## config.mk

```make
export PLATFORM = sky130hd
export DESIGN_NAME = cache_coh_agent
export DESIGN_NICKNAME = d
export VERILOG_FILES = /design/src/rtl/cache_coh_agent_pkg.sv /design/src/rtl/cache_coh_agent_coh_line_array.sv /design/src/rtl/cache_coh_agent.sv
export SDC_FILE = /design/constraint.sdc
export NUM_CORES = 1
export LEC_CHECK = 0
export CAP_MARGIN = 20
export CELL_PAD_IN_SITES_DETAIL_PLACEMENT = 1
export CELL_PAD_IN_SITES_GLOBAL_PLACEMENT = 1
export CORE_UTILIZATION = 30
export CTS_CLUSTER_DIAMETER = 200
export DETAILED_ROUTE_END_ITERATION = 6
export GPL_TIMING_DRIVEN = 0
export PLACE_DENSITY_LB_ADDON = 0.25
export SETUP_SLACK_MARGIN = 0.15
export SLEW_MARGIN = 20
export SYNTH_ARGS = -nofsm -noshare
export SYNTH_HDL_FRONTEND = slang
export SYNTH_SLANG_ARGS = --single-unit
```

## constraint.sdc

```tcl
create_clock -name clk -period 2.95 [get_ports clk]
set_input_delay 0.4425 -clock clk [delete_from_list [all_inputs] [get_ports clk]]
set_output_delay 0.4425 -clock clk [all_outputs]
set_load 0.02 [all_outputs]
```

## src/rtl/cache_coh_agent_pkg.sv

```systemverilog
// Shared coherence definitions for the per-core cache agent and the bus arbiter.
// - line_state_t : MSI line state encoding (also used as write_miss_state)
// - SOURCE_*     : fill source select values carried on datasel
// - agent_st_t   : requester FSM states of the agent
package cache_coh_agent_pkg;

  typedef enum logic [1:0] {
    MODIFIED = 2'b00,
    SHARED   = 2'b01,
    INVALID  = 2'b10
  } line_state_t;

  localparam logic SOURCE_DMEM       = 1'b0;
  localparam logic SOURCE_OTHER_PROC = 1'b1;

  typedef enum logic [1:0] {
    IDLE,
    REQ,
    XFER,
    FILL
  } agent_st_t;

endpackage

```

## src/rtl/cache_coh_agent_coh_line_array.sv

```systemverilog
// Direct-mapped tag/state/data storage for one coherence agent.
// Ports:
//   clk, rst_n                 clock, async active-low reset (all lines INVALID)
//   cpu_idx -> cpu_tag/state/data   combinational CPU-side lookup
//   cpu_we, cpu_wtag/wstate/wdata   CPU-side full-line write (hit update or fill)
//   snp_idx -> snp_tag/state/data   combinational snoop-side lookup
//   snp_we, snp_wstate              snoop-side state-only write
module coh_line_array
  import cache_coh_agent_pkg::*;
#(
  parameter int IDX_W  = 2,
  parameter int TAG_W  = 3,
  parameter int DATA_W = 16
) (
  input  logic              clk,
  input  logic              rst_n,
  input  logic [IDX_W-1:0]  cpu_idx,
  output logic [TAG_W-1:0]  cpu_tag,
  output line_state_t       cpu_state,
  output logic [DATA_W-1:0] cpu_data,
  input  logic              cpu_we,
  input  logic [TAG_W-1:0]  cpu_wtag,
  input  line_state_t       cpu_wstate,
  input  logic [DATA_W-1:0] cpu_wdata,
  input  logic [IDX_W-1:0]  snp_idx,
  output logic [TAG_W-1:0]  snp_tag,
  output line_state_t       snp_state,
  output logic [DATA_W-1:0] snp_data,
  input  logic              snp_we,
  input  line_state_t       snp_wstate
);

  localparam int NUM_LINES = 1 << IDX_W;

  logic [TAG_W-1:0]  tag_q   [NUM_LINES];
  line_state_t       state_q [NUM_LINES];
  logic [DATA_W-1:0] data_q  [NUM_LINES];

  assign cpu_tag   = tag_q[cpu_idx];
  assign cpu_state = state_q[cpu_idx];
  assign cpu_data  = data_q[cpu_idx];
  assign snp_tag   = tag_q[snp_idx];
  assign snp_state = state_q[snp_idx];
  assign snp_data  = data_q[snp_idx];

  // The CPU-side write is issued after the snoop write so that, on the same
  // index in the same cycle, a fill overwrites whatever the snoop did.
  always_ff @(posedge clk or negedge rst_n) begin
    if (!rst_n) begin
      for (int i = 0; i < NUM_LINES; i++) begin
        tag_q[i]   <= '0;
        state_q[i] <= INVALID;
        data_q[i]  <= '0;
      end
    end else begin
      if (snp_we) begin
        state_q[snp_idx] <= snp_wstate;
      end
      if (cpu_we) begin
        tag_q[cpu_idx]   <= cpu_wtag;
        state_q[cpu_idx] <= cpu_wstate;
        data_q[cpu_idx]  <= cpu_wdata;
      end
    end
  end

endmodule

```

## src/rtl/cache_coh_agent.sv

```systemverilog
// Per-core MSI coherence agent for a direct-mapped d-cache.
// Requester: detects misses/upgrades, raises read_miss/write_miss with tag_in and
// write_miss_state, waits for grant, takes the fill (datasel: DMEM or peer),
// writes back a dirty victim (wb_*), then acks the CPU (cpu_ack/cpu_rdata).
// Responder: answers search with registered search_found/snoop_rdata and applies
// invalidate_tag on snoop_addr.
// Optional macro COH_STATS_EN adds saturating counters snoop_hit_cnt and inval_cnt.
module cache_coh_agent
  import cache_coh_agent_pkg::*;
#(
  parameter int ADDR_W   = 5,
  parameter int IDX_W    = 2,
  parameter int DATA_W   = 16,
  parameter int FILL_LAT = 2
) (
  input  logic              clk,
  input  logic              rst_n,
  input  logic              cpu_rd,
  input  logic              cpu_wr,
  input  logic [ADDR_W-1:0] cpu_addr,
  input  logic [DATA_W-1:0] cpu_wdata,
  output logic              cpu_ack,
  output logic [DATA_W-1:0] cpu_rdata,
  output logic              read_miss,
  output logic              write_miss,
  output logic [1:0]        write_miss_state,
  output logic [ADDR_W-1:0] tag_in,
  input  logic              grant,
  input  logic              datasel,
  input  logic [DATA_W-1:0] dmem_rdata,
  input  logic [DATA_W-1:0] peer_rdata,
  input  logic              search,
  input  logic              invalidate_tag,
  input  logic [ADDR_W-1:0] snoop_addr,
  output logic              search_found,
  output logic [DATA_W-1:0] snoop_rdata,
  output logic              wb_valid,
  output logic [ADDR_W-1:0] wb_addr,
  output logic [DATA_W-1:0] wb_data
`ifdef COH_STATS_EN
  ,
  output logic [15:0]       snoop_hit_cnt,
  output logic [15:0]       inval_cnt
`endif
);

  localparam int TAG_W = ADDR_W - IDX_W;
  localparam int CNT_W = 4;

  agent_st_t         state_q, state_d;
  logic [CNT_W-1:0]  count_q;
  logic [DATA_W-1:0] fill_q;
  logic [DATA_W-1:0] fill_word;
  logic              miss_wr_q;

  logic [IDX_W-1:0]  req_idx, snp_idx;
  logic [TAG_W-1:0]  req_tag, snp_req_tag;
  logic [TAG_W-1:0]  arr_tag, snp_tag;
  line_state_t       arr_state, snp_state;
  logic [DATA_W-1:0] arr_data, snp_data;
  logic              arr_we, snp_we;
  line_state_t       arr_wstate, snp_wstate;
  logic [DATA_W-1:0] arr_wdata;

  logic req_valid, tag_hit, rd_hit, wr_hit_m, need_miss, victim_dirty, snp_hit;

  assign req_idx     = cpu_addr[IDX_W-1:0];
  assign req_tag     = cpu_addr[ADDR_W-1:IDX_W];
  assign snp_idx     = snoop_addr[IDX_W-1:0];
  assign snp_req_tag = snoop_addr[ADDR_W-1:IDX_W];

  coh_line_array #(
    .IDX_W (IDX_W),
    .TAG_W (TAG_W),
    .DATA_W(DATA_W)
  ) u_lines (
    .clk       (clk),
    .rst_n     (rst_n),
    .cpu_idx   (req_idx),
    .cpu_tag   (arr_tag),
    .cpu_state (arr_state),
    .cpu_data  (arr_data),
    .cpu_we    (arr_we),
    .cpu_wtag  (req_tag),
    .cpu_wstate(arr_wstate),
    .cpu_wdata (arr_wdata),
    .snp_idx   (snp_idx),
    .snp_tag   (snp_tag),
    .snp_state (snp_state),
    .snp_data  (snp_data),
    .snp_we    (snp_we),
    .snp_wstate(snp_wstate)
  );

  // The CPU holds its request through the ack cycle, so a request seen while
  // cpu_ack is high is the one just completed and must not be served twice.
  assign req_valid    = (cpu_rd || cpu_wr) && !cpu_ack;
  assign tag_hit      = (arr_tag == req_tag) && (arr_state != INVALID);
  assign rd_hit       = req_valid && cpu_rd && tag_hit;
  assign wr_hit_m     = req_valid && cpu_wr && tag_hit && (arr_state == MODIFIED);
  assign need_miss    = req_valid && !rd_hit && !wr_hit_m;
  assign victim_dirty = (arr_state == MODIFIED) && (arr_tag != req_tag);
  assign snp_hit      = (snp_tag == snp_req_tag) && (snp_state != INVALID);

  always_comb begin
    fill_word = dmem_rdata;
    case (datasel)
      SOURCE_DMEM:       fill_word = dmem_rdata;
      SOURCE_OTHER_PROC: fill_word = peer_rdata;
    endcase
  end

  always_ff @(posedge clk or negedge rst_n) begin
    if (!rst_n) state_q <= IDLE;
    else        state_q <= state_d;
  end

  always_comb begin
    state_d = state_q;
    case (state_q)
      IDLE: if (need_miss) state_d = REQ;
      REQ:  if (grant) state_d = XFER;
      XFER: if (count_q == '0) state_d = FILL;
      FILL: state_d = IDLE;
      default: state_d = IDLE;
    endcase
  end

  // write_miss_state follows the live line state, so a snoop invalidate during
  // an upgrade turns it into a full write miss from INVALID.
  always_comb begin
    read_miss        = 1'b0;
    write_miss       = 1'b0;
    tag_in           = '0;
    write_miss_state = 2'b00;
    if (state_q == REQ || state_q == XFER) begin
      read_miss        = !miss_wr_q;
      write_miss       = miss_wr_q;
      tag_in           = cpu_addr;
      write_miss_state = arr_state;
    end
  end

  always_comb begin
    arr_we     = 1'b0;
    arr_wstate = MODIFIED;
    arr_wdata  = cpu_wdata;
    if (state_q == IDLE && wr_hit_m) begin
      arr_we = 1'b1;
    end else if (state_q == FILL) begin
      arr_we = 1'b1;
      if (!miss_wr_q) begin
        arr_wstate = SHARED;
        arr_wdata  = fill_q;
      end
    end
  end

  // An invalidate takes precedence over the M->S downgrade of a search hit.
  always_comb begin
    snp_we     = 1'b0;
    snp_wstate = SHARED;
    if (invalidate_tag && snp_hit) begin
      snp_we     = 1'b1;
      snp_wstate = INVALID;
    end else if (search && snp_hit && snp_state == MODIFIED) begin
      snp_we = 1'b1;
    end
  end

  // Writes take cpu_wdata for the whole word, so fill data only matters on reads.
  always_ff @(posedge clk or negedge rst_n) begin
    if (!rst_n) begin
      count_q   <= '0;
      fill_q    <= '0;
      miss_wr_q <= 1'b0;
    end else begin
      case (state_q)
        IDLE: if (need_miss) miss_wr_q <= cpu_wr;
        REQ:  if (grant) count_q <= CNT_W'(FILL_LAT - 1);
        XFER: begin
          if (count_q == '0) begin
            if (!miss_wr_q) fill_q <= fill_word;
          end else begin
            count_q <= count_q - CNT_W'(1);
          end
        end
        default: ;
      endcase
    end
  end

  always_ff @(posedge clk or negedge rst_n) begin
    if (!rst_n) begin
      cpu_ack   <= 1'b0;
      cpu_rdata <= '0;
      wb_valid  <= 1'b0;
      wb_addr   <= '0;
      wb_data   <= '0;
    end else begin
      cpu_ack   <= 1'b0;
      cpu_rdata <= '0;
      wb_valid  <= 1'b0;
      wb_addr   <= '0;
      wb_data   <= '0;
      if (state_q == IDLE && (rd_hit || wr_hit_m)) begin
        cpu_ack <= 1'b1;
        if (rd_hit) cpu_rdata <= arr_data;
      end
      if (state_q == FILL) begin
        cpu_ack <= 1'b1;
        if (!miss_wr_q) cpu_rdata <= fill_q;
      end
      if (state_q == REQ && grant && victim_dirty) begin
        wb_valid <= 1'b1;
        wb_addr  <= {arr_tag, req_idx};
        wb_data  <= arr_data;
      end
    end
  end

  always_ff @(posedge clk or negedge rst_n) begin
    if (!rst_n) begin
      search_found <= 1'b0;
      snoop_rdata  <= '0;
    end else begin
      search_found <= search && snp_hit;
      snoop_rdata  <= (search && snp_hit) ? snp_data : '0;
    end
  end

`ifdef COH_STATS_EN
  always_ff @(posedge clk or negedge rst_n) begin
    if (!rst_n) begin
      snoop_hit_cnt <= '0;
      inval_cnt     <= '0;
    end else begin
      if (search && snp_hit && snoop_hit_cnt != 16'hFFFF)
        snoop_hit_cnt <= snoop_hit_cnt + 16'd1;
      if (invalidate_tag && snp_hit && inval_cnt != 16'hFFFF)
        inval_cnt <= inval_cnt + 16'd1;
    end
  end
`endif

endmodule
```

Word level (Yosys, flattened, before mapping)
Index checks and enable logic that the tools add are counted.

storage, ports and cells
  flip-flop bits (word level) = 163
  input bits = 66
  word-level logic and storage cells = 145

cells by class
  eq/ne operators = 12
  magnitude comparators = 4
  reductions and logical operators = 36
  bitwise logic cells = 4
  mux-type cells = 65
  $add $sub $neg = 1

operator list
  cell                                        number
  2-to-1 mux 16 bit                           14
  binary-select mux 16 bit (select 2 bit)     2
  bitwise mux 64 bit                          1
  demux 16 bit (select 2 bit)                 1
  one-hot mux 16 bit (2 select lines)         1
  2-to-1 mux 2 bit                            11
  logical AND 1 bit                           20
  bitwise mux 8 bit                           2
  2-to-1 mux 8 bit                            2
  2-to-1 mux 3 bit                            5
  binary-select mux 3 bit (select 2 bit)      2
  bitwise mux 12 bit                          1
  2-to-1 mux 1 bit                            12
  != test 2 bit, second input constant        6
  2-to-1 mux 5 bit                            2
  AND reduction 3 bit                         3
  binary-select mux 2 bit (select 2 bit)      2
  demux 2 bit (select 2 bit)                  2
  2-to-1 mux 4 bit                            2
  one-hot mux 2 bit (4 select lines)          1
  one-hot mux 4 bit (2 select lines)          1
  demux 3 bit (select 2 bit)                  1
  equality test 3 bit                         2
  >= comparator 3 bit, second input constant  2
  13 further kinds                            24

Depth between registers and ports, before layout
  depth in word-level cells = 13
  mapped depth = 9

Modules after synthesis
Synthesis repeated with hierarchy kept, for this count alone.

second synthesis, totals
  cells, all modules = 548
  area total of the unflattened synthesis = 7782.5 µm²

modules (own cells, without submodules)
  module           sequential area each (µm²)  instances  area an instance (µm²)  cells an instance
  coh_line_array   2107.0                      1          4242.8                  252
  cache_coh_agent  1976.9                      1          3539.6                  296

Worst setup path before layout
No wires, ideal clock.

  path kind = input to register
  start point = input port cpu_addr[0]
  end point = register u_lines.data_q[21] (netlist bit)
  cell stages on the path = 8
  path buffers = 2
  path slack = 0.242 ns
  arrival = 2.580 ns
  path through = buf_6 -> mux4_2 -> xnor2_2 -> nand4_4 -> o21ai_4 -> buf_6 -> mux2_2 -> mux2_1

between the ends
  longest elaborated chain between the ends = 11
  elaborated cells on any way between the ends = 22
  classes of those cells = 2 x order compare; 2 x eq/ne; 11 x mux; 1 x bitwise; 6 x reduce/logical

ends and longest elaborated chain
  item                                                                                              RTL line                                                                                                          source
  start, declared                                                                                   cache_coh_agent.sv:20                                                                                             input logic [ADDR_W-1:0] cpu_addr,
  NOT 2 -> 3 bit (not written as such) *                                                            cache_coh_agent_coh_line_array.sv:39, cache_coh_agent_coh_line_array.sv:40, cache_coh_agent_coh_line_array.sv:62
  binary-select mux 3 bit (select 2 bit) or binary-select mux 2 bit (select 2 bit) (tied branches)  cache_coh_agent_coh_line_array.sv:39, cache_coh_agent_coh_line_array.sv:40
  2-to-1 mux 3 bit (not written as such) or 2-to-1 mux 2 bit (tied branches) (2 in series)          cache_coh_agent_coh_line_array.sv:39, cache_coh_agent_coh_line_array.sv:40
  equality test 3 bit or != test 2 bit (tied branches)                                              cache_coh_agent.sv:98                                                                                             assign tag_hit = (arr_tag == req_tag) && (arr_state != INVALID);
  logical AND 1 bit                                                                                 cache_coh_agent.sv:98
  logical AND 1 bit (2 in series)                                                                   cache_coh_agent.sv:100                                                                                            assign wr_hit_m = req_valid && cpu_wr && tag_hit && (arr_state == MODIFIED);
  logical AND 1 bit                                                                                 cache_coh_agent.sv:148                                                                                            if (state_q == IDLE && wr_hit_m) begin
  2-to-1 mux 16 bit                                                                                 cache_coh_agent.sv:148
  bitwise mux 64 bit                                                                                cache_coh_agent_coh_line_array.sv:62                                                                              data_q[cpu_idx] <= cpu_wdata;
  end signal, assigned by index                                                                     cache_coh_agent_coh_line_array.sv:62
  end, declared                                                                                     cache_coh_agent_coh_line_array.sv:37                                                                              logic [DATA_W-1:0] data_q [NUM_LINES];

Mark *: on every way between the ends. The rest lies on a longest branch, timed or not. The select of a mux whose other input is x is not followed.
A chain may end at the register's enable or synchronous reset.

Final worst setup path
  start point = register u_lines.tag_q[0] (netlist bit)
  end point = register u_lines.data_q[17] (netlist bit)

between the ends
  longest elaborated chain between the ends = 10
  elaborated cells on any way between the ends = 11
  classes of those cells = 1 x eq/ne; 6 x mux; 4 x reduce/logical

ends and longest elaborated chain
  item                                                    RTL line                              source
  start, declared                                         cache_coh_agent_coh_line_array.sv:35  logic [TAG_W-1:0] tag_q [NUM_LINES];
  start signal, assigned by index                         cache_coh_agent_coh_line_array.sv:60  tag_q[cpu_idx] <= cpu_wtag;
  binary-select mux 3 bit (select 2 bit) *                cache_coh_agent_coh_line_array.sv:39  assign cpu_tag = tag_q[cpu_idx];
  2-to-1 mux 3 bit (not written as such) * (2 in series)  cache_coh_agent_coh_line_array.sv:39
  equality test 3 bit *                                   cache_coh_agent.sv:98
  logical AND 1 bit *                                     cache_coh_agent.sv:98
  logical AND 1 bit * (2 in series)                       cache_coh_agent.sv:100
  logical AND 1 bit *                                     cache_coh_agent.sv:148
  2-to-1 mux 16 bit                                       cache_coh_agent.sv:148
  bitwise mux 64 bit                                      cache_coh_agent_coh_line_array.sv:62

Marked as above.

==> results_dict.tcl <==
set metrics [dict create \
    status "finished clean" \
    timing.critical_path.buf_inv 1 \
    io_pins 131 \
    synthFlopType "dfrtp_1" \
    slew_violations 0 \
    synth_edf_count 0 \
    synth_nets 620 \
    route.met3.wl_um 788 \
    critical_path.slowest_cell "mux4_2" \
    met1Wirelength_um 9824 \
    netlist_top_cells_area "dfrtp_1 (51%), mux2_2 (11%), mux4_2 (11%), and2_1 (3.6%), mux2i_1 (2.2%)" \
    dieArea_um2 26500 \
    grt_util_all_layers 0.1791 \
    fin_skew_ps 10.34 \
    cp_slowest_stage_delay_ps 520 \
    cp-start-kind "register" \
    critPathKind "register to register" \
    worst_ep_required_time_ps 3270 \
    place_area_um2 9472 \
    vias 5170 \
    final_common_cell "dfrtp_1" \
    fin_nets 780 \
    reg2reg_to "u_lines.data_q[17]$_DFFE_PN0P_" \
    p_leak_nw 4.345 \
    dpl.hpwl_um 15530 \
    grt_pass1_wl_um 35120 \
    drive_above_1_share 0.2847 \
    min_period_ps 2691 \
    ys_async_sr_fraction 1.000 \
    fin_ws_ps 258.5 \
    synth.largest_area_cell "dfrtp_1" \
    gp_congestion 0.7959 \
    seq_area_frac_synth 0.5266 \
    drtPass1Iterations 4 \
    rows 58 \
    worst_ep_arrival_time_ps 3010 \
    hold_viol 0 \
    grt_pass1_vias 6008 \
    final_min_period_over_clock_period 0.9124 \
    dieHeight_um 162.8 \
    synthCells 548 \
    antenna_cells 0 \
    met2_length_um 11060 \
    reg2reg_slack_ps 260 \
    dieWidth_um 162.8 \
    power_density_nw_per_um2 944.5 \
    r2r_cells 7 \
    port_buffers 127 \
    ys_ff_latch 163 \
    post_synth_instance_area_um2 7755 \
    hold_path_startpoint "u_lines.data_q[22]$_DFFE_PN0P_" \
    hold_end "u_lines.data_q[22]$_DFFE_PN0P_" \
    critPathTopFamily "multiplexers" \
    antenna_found_initial 0 \
    clock_path_buffers 2 \
    stdcell_area_um2 10230 \
    hold_class "register to register" \
    grt_remaining_overflow 0 \
    synth.avg_cell_area_um2 14.15 \
    synth.top_cell.area_share 0.5131 \
    ys.warnings.count 0 \
    viasPerCell 4.924 \
    drc 0 \
    clock-sinks 163 \
    r2r_start "u_lines.tag_q[0]$_DFFE_PN0P_" \
    cp_cell_sequence "mux4_2 > xnor2_2 > nand4_4 > o21ba_4 > nor3b_4 > buf_12 > mux2_4" \
    slew_headroom 0.4014 \
    routed_wl_um 22220 \
    dr.max_layer_used "met4" \
    cts_tree "yes" \
    cts_root_buffer "clkbuf_16" \
    place_ws_ps -1005 \
    final_cell_mix "dfrtp_1 (159), clkdlybuf4s50_1 (124), mux2_2 (76)" \
    cap_violations 0 \
    setup_violations 0 \
    drtAntennaViolNets 0 \
    cts_max_level 4 \
    grt_max_degree 102 \
    clock_latency_ps 430 \
    fmax_mhz 371.5 \
    cts_buffers 17 \
    crit_path_max_fanout 10 \
    hold_depth 1 \
    rsz0062_at_grt "no" \
    initial_core_util 0.3071 \
    critPathCaptureType "register" \
    setup_tns_ps 0 \
    first_iter_violations 233 \
    synthDistinctLibCells 52 \
    max_slew.worst_pin.slew_ps 897.9 \
    synthToLayoutAreaGrowth_pct 31.93 \
    clk_pin_slew_ps 70 \
    peakVddDrop_mv 0.4453 \
    core-area_um2 25250 \
    wl_per_cell_um 21.17 \
    startpoint "u_lines.tag_q[0]$_DFFE_PN0P_" \
]
## how the worst max path moves through the flow
stage,endpoint,slack (ps),cells after the start
CTS,u_lines.data_q[17]$_DFFE_PN0P_,150,9
detailed placement,u_lines.data_q[21]$_DFFE_PN0P_,-1010,9
global placement,u_lines.tag_q[4]$_DFFE_PN0P_,-5100,1
finish,u_lines.data_q[17]$_DFFE_PN0P_,260,7
floorplan,u_lines.data_q[21]$_DFFE_PN0P_,240,8
global route,u_lines.data_q[26]$_DFFE_PN0P_,120,7
## where the power goes
group          total [mW]  switching [mW]  internal, mW
combinational        3.63            1.64          1.99
clock                2.28           0.926          1.35
sequential           3.75           0.627          3.13
total                9.66            3.20          6.47
## layout make-up
type | count | area [µm²]
inverters | 7 | 26.28
repair buffers | 141 | 1405
fillers | 2643 | 15020
well taps | 330 | 412.9
flip-flops and latches | 163 | 4084
plain buffers | 33 | 207.7
multi-input cells | 345 | 3496
clock buffers | 19 | 442.9
clock inverters | 12 | 156.4
## registers in the layout (all words and copies together) (netlist names), 4 cells and up
| signal | cells |
|---|---|
| wb_data | 16 |
| u_lines.tag_q | 12 |
| fill_q | 16 |
| u_lines.state_q | 8 |
| cpu_rdata | 16 |
| wb_addr | 5 |
| count_q | 4 |
| u_lines.data_q | 64 |
| snoop_rdata | 16 |
## what timing repair did
item | in CTS | in global routing
hold buffers | 1 | 0
pin swaps | 2 | 4
gates cloned | 0 | 1
resized for setup | 12 | 12
endpoints found under the setup margin | 122 | 81
hold endpoints to repair | 62 | 0
buffers inserted | 8 | 3
## worst register-to-register path: cells and delay by family, from the launching register on
| family | cells | cell delay (ps) |
|---|---|---|
| AND/OR/NAND/NOR | 2 | 560 |
| buffers and inverters | 1 | 220 |
| flip-flops | 1 | 390 |
| AO/OA/AOI/OAI | 1 | 300 |
| multiplexers | 2 | 840 |
| XOR/XNOR | 1 | 270 |
## through the flow
step	cells	total power [mW]	utilization	hold WS (ps)
final	1050	9.663	0.4051	505.0
after global routing	1050	10.23	0.4051	539.6
after CTS	1046	9.718	0.4036	509.6
after detailed placement	1006	7.322	0.3751	419.2
after global placement	1005	7.100	0.3738	478.8
after floorplan	548	5.977	-	146.9
## synth_stat cells (7+ instances only)
library cell  number
clkbuf_1          15
nor2_1            16
and2_1            45
mux2_1             8
nand2_1           24
inv_1              7
a21oi_1            7
mux2i_1           17
mux2_2            76
o21ai_0           21
mux4_2            38
buf_1              7
dfrtp_1          159
mux2_4            10
a22o_1            16
## cells by family after synthesis
group                      synth area share
DFF                                  0.5266
muxes                                0.2804
buffers and inverters               0.02630
AOI/OAI and AO/OA                   0.06002
adders and majority gates          0.009680
and+or+nand+nor                     0.08922
xor gates and xnor gates           0.007746
## layer usage
layer	vias to the layer above	GRT usage
li1	2320	-
met5	-	0
met1	2687	0.2299
met3	39	0.03234
met2	124	0.2979
met4	0	0.07222
Note: power is estimated with default switching activity, not from simulation.
==> RTL edit (config.mk and constraints unchanged) <==
`DATA_W` is set to 16 in 2 places; all go to 32.
--- a/src/rtl/cache_coh_agent_coh_line_array.sv
+++ b/src/rtl/cache_coh_agent_coh_line_array.sv
@@ -11,5 +11,5 @@
   parameter int IDX_W  = 2,
   parameter int TAG_W  = 3,
-  parameter int DATA_W = 16
+  parameter int DATA_W = 32
 ) (
   input  logic              clk,
--- a/src/rtl/cache_coh_agent.sv
+++ b/src/rtl/cache_coh_agent.sv
@@ -11,5 +11,5 @@
   parameter int ADDR_W   = 5,
   parameter int IDX_W    = 2,
-  parameter int DATA_W   = 16,
+  parameter int DATA_W   = 32,
   parameter int FILL_LAT = 2
 ) (
Interface: changed (6 resized); port bits go from 131 to 227. The function was not compared with the original's and may differ.
==> RTL edit against the unedited design <==
Routed wire length rose by 82%. Area after synthesis is 71% higher. Design area is 73% higher. Total power rose by 70%. Non-clock buffer count is 125 higher. Worst setup slack worse by 0.081 ns. Sequential cell count rose by 128. Synthesized cell count rose by 67%. Largest cell class unchanged.
==> RTL edit: results (changes against the unedited design) <==
metric;value;unit;change
sequential area share after synthesis;55.09;%;+2.4 points
GR Util met2;30.32;%;+0.53 points
Clock buf/inv share;6.168;%;+0.31 points
ANT cells;2;;+2
routed wl met3;1964;um;+150%
Worst Path Arrival;3.18;ns;+0.17 ns
nets@finish;1308;;+68%
DRT Wirelength;40360;um;+82%
Post-Synthesis Cells;913;;+67%
placed insts;1722;;+71%
gr usage total;18.48;%;+0.57 points
worst reg-to-reg setup slack;0.18;ns;-0.08 ns
met3 usage;4.165;%;+0.93 points
Final HPWL DP;27090;um;+74%
Synth Net Count;1033;;+67%
GP Congestion;0.7632;;-4.1%
initial antenna violation count;2;;+2
Flop+latch power;6.59;mW;+76%
multi-input logic area;0.005683;mm^2;+63%
H-tree depth;2;;-2
Syn Area/Cell;14.49;um^2;+2.4%
initial DRC count;385;;+65%
Max IR drop VDD;0.0003719;V;-16%
post_cts resized;18;;+6
clk buf depth;3;;+1
WL per Instance;22.46;um;+6.1%
WHS;0.4055;ns;-0.09949 ns
type of the tightest min-delay check;in -> async;;
worst slack at placement;-0.6829;ns;+0.3223 ns
internal cell power;11.18;mW;+73%
top cells by area, synth;dfrtp_1 (54%), mux2_2 (14%), mux4_2 (12%), and2_1 (3.6%), mux2i_1 (2.4%);;
switch share;32.02;%;-1.1 points
most common library cells after synthesis;dfrtp_1 (287), mux2_2 (169), and2_1 (77);;
Metal-1 WL;18190;um;+85%
status;complete, no violations;;
share of cells above drive strength 1;29.50;%;+1.0 points
worst skew pair latency;0.54;ns;+0.11 ns
Data buffer area share;16.13;%;+0.36 points
placed cell area;0.01633;mm^2;+72%
PortBufs;221;;+74%
#MultiIn Comb;551;;+60%
Layout fillers;4435;;+68%
Finished Core Util;40.88;%;+0.37 points
[RTL edit: cell count changes in the layout (fill, tap and decap cells not counted), sizes merged, moves of 16 or more]
cell and delta:
a22o +16, and2 +32, clkbuf +46, clkdlybuf4s50 +96, dfrtp +128, mux2 +80
mux4 +32, nand2 +18
[RTL edit: path summary, 6_finish.rpt]
check,start,endpoint,depth (start not counted)
setup / recovery,u_lines.state_q[6],u_lines.data_q[15],8
hold / removal,rst_n,count_q[2],2
setup reg to reg,u_lines.state_q[6],u_lines.data_q[15],8
hold reg to reg,fill_q[18],fill_q[18],2
max in group asynchronous,rst_n,u_lines.data_q[82],3
min in group clk,cpu_addr[0],u_lines.state_q[5],3
[RTL edit: cells by family after synthesis]
group           synth area share, %
compound gates                5.108
xor+xnor                     0.3973
fa+ha+maj                    0.5675
buf+inv                       2.459
flops                         55.09
mux                           29.49
simple gates                  6.886
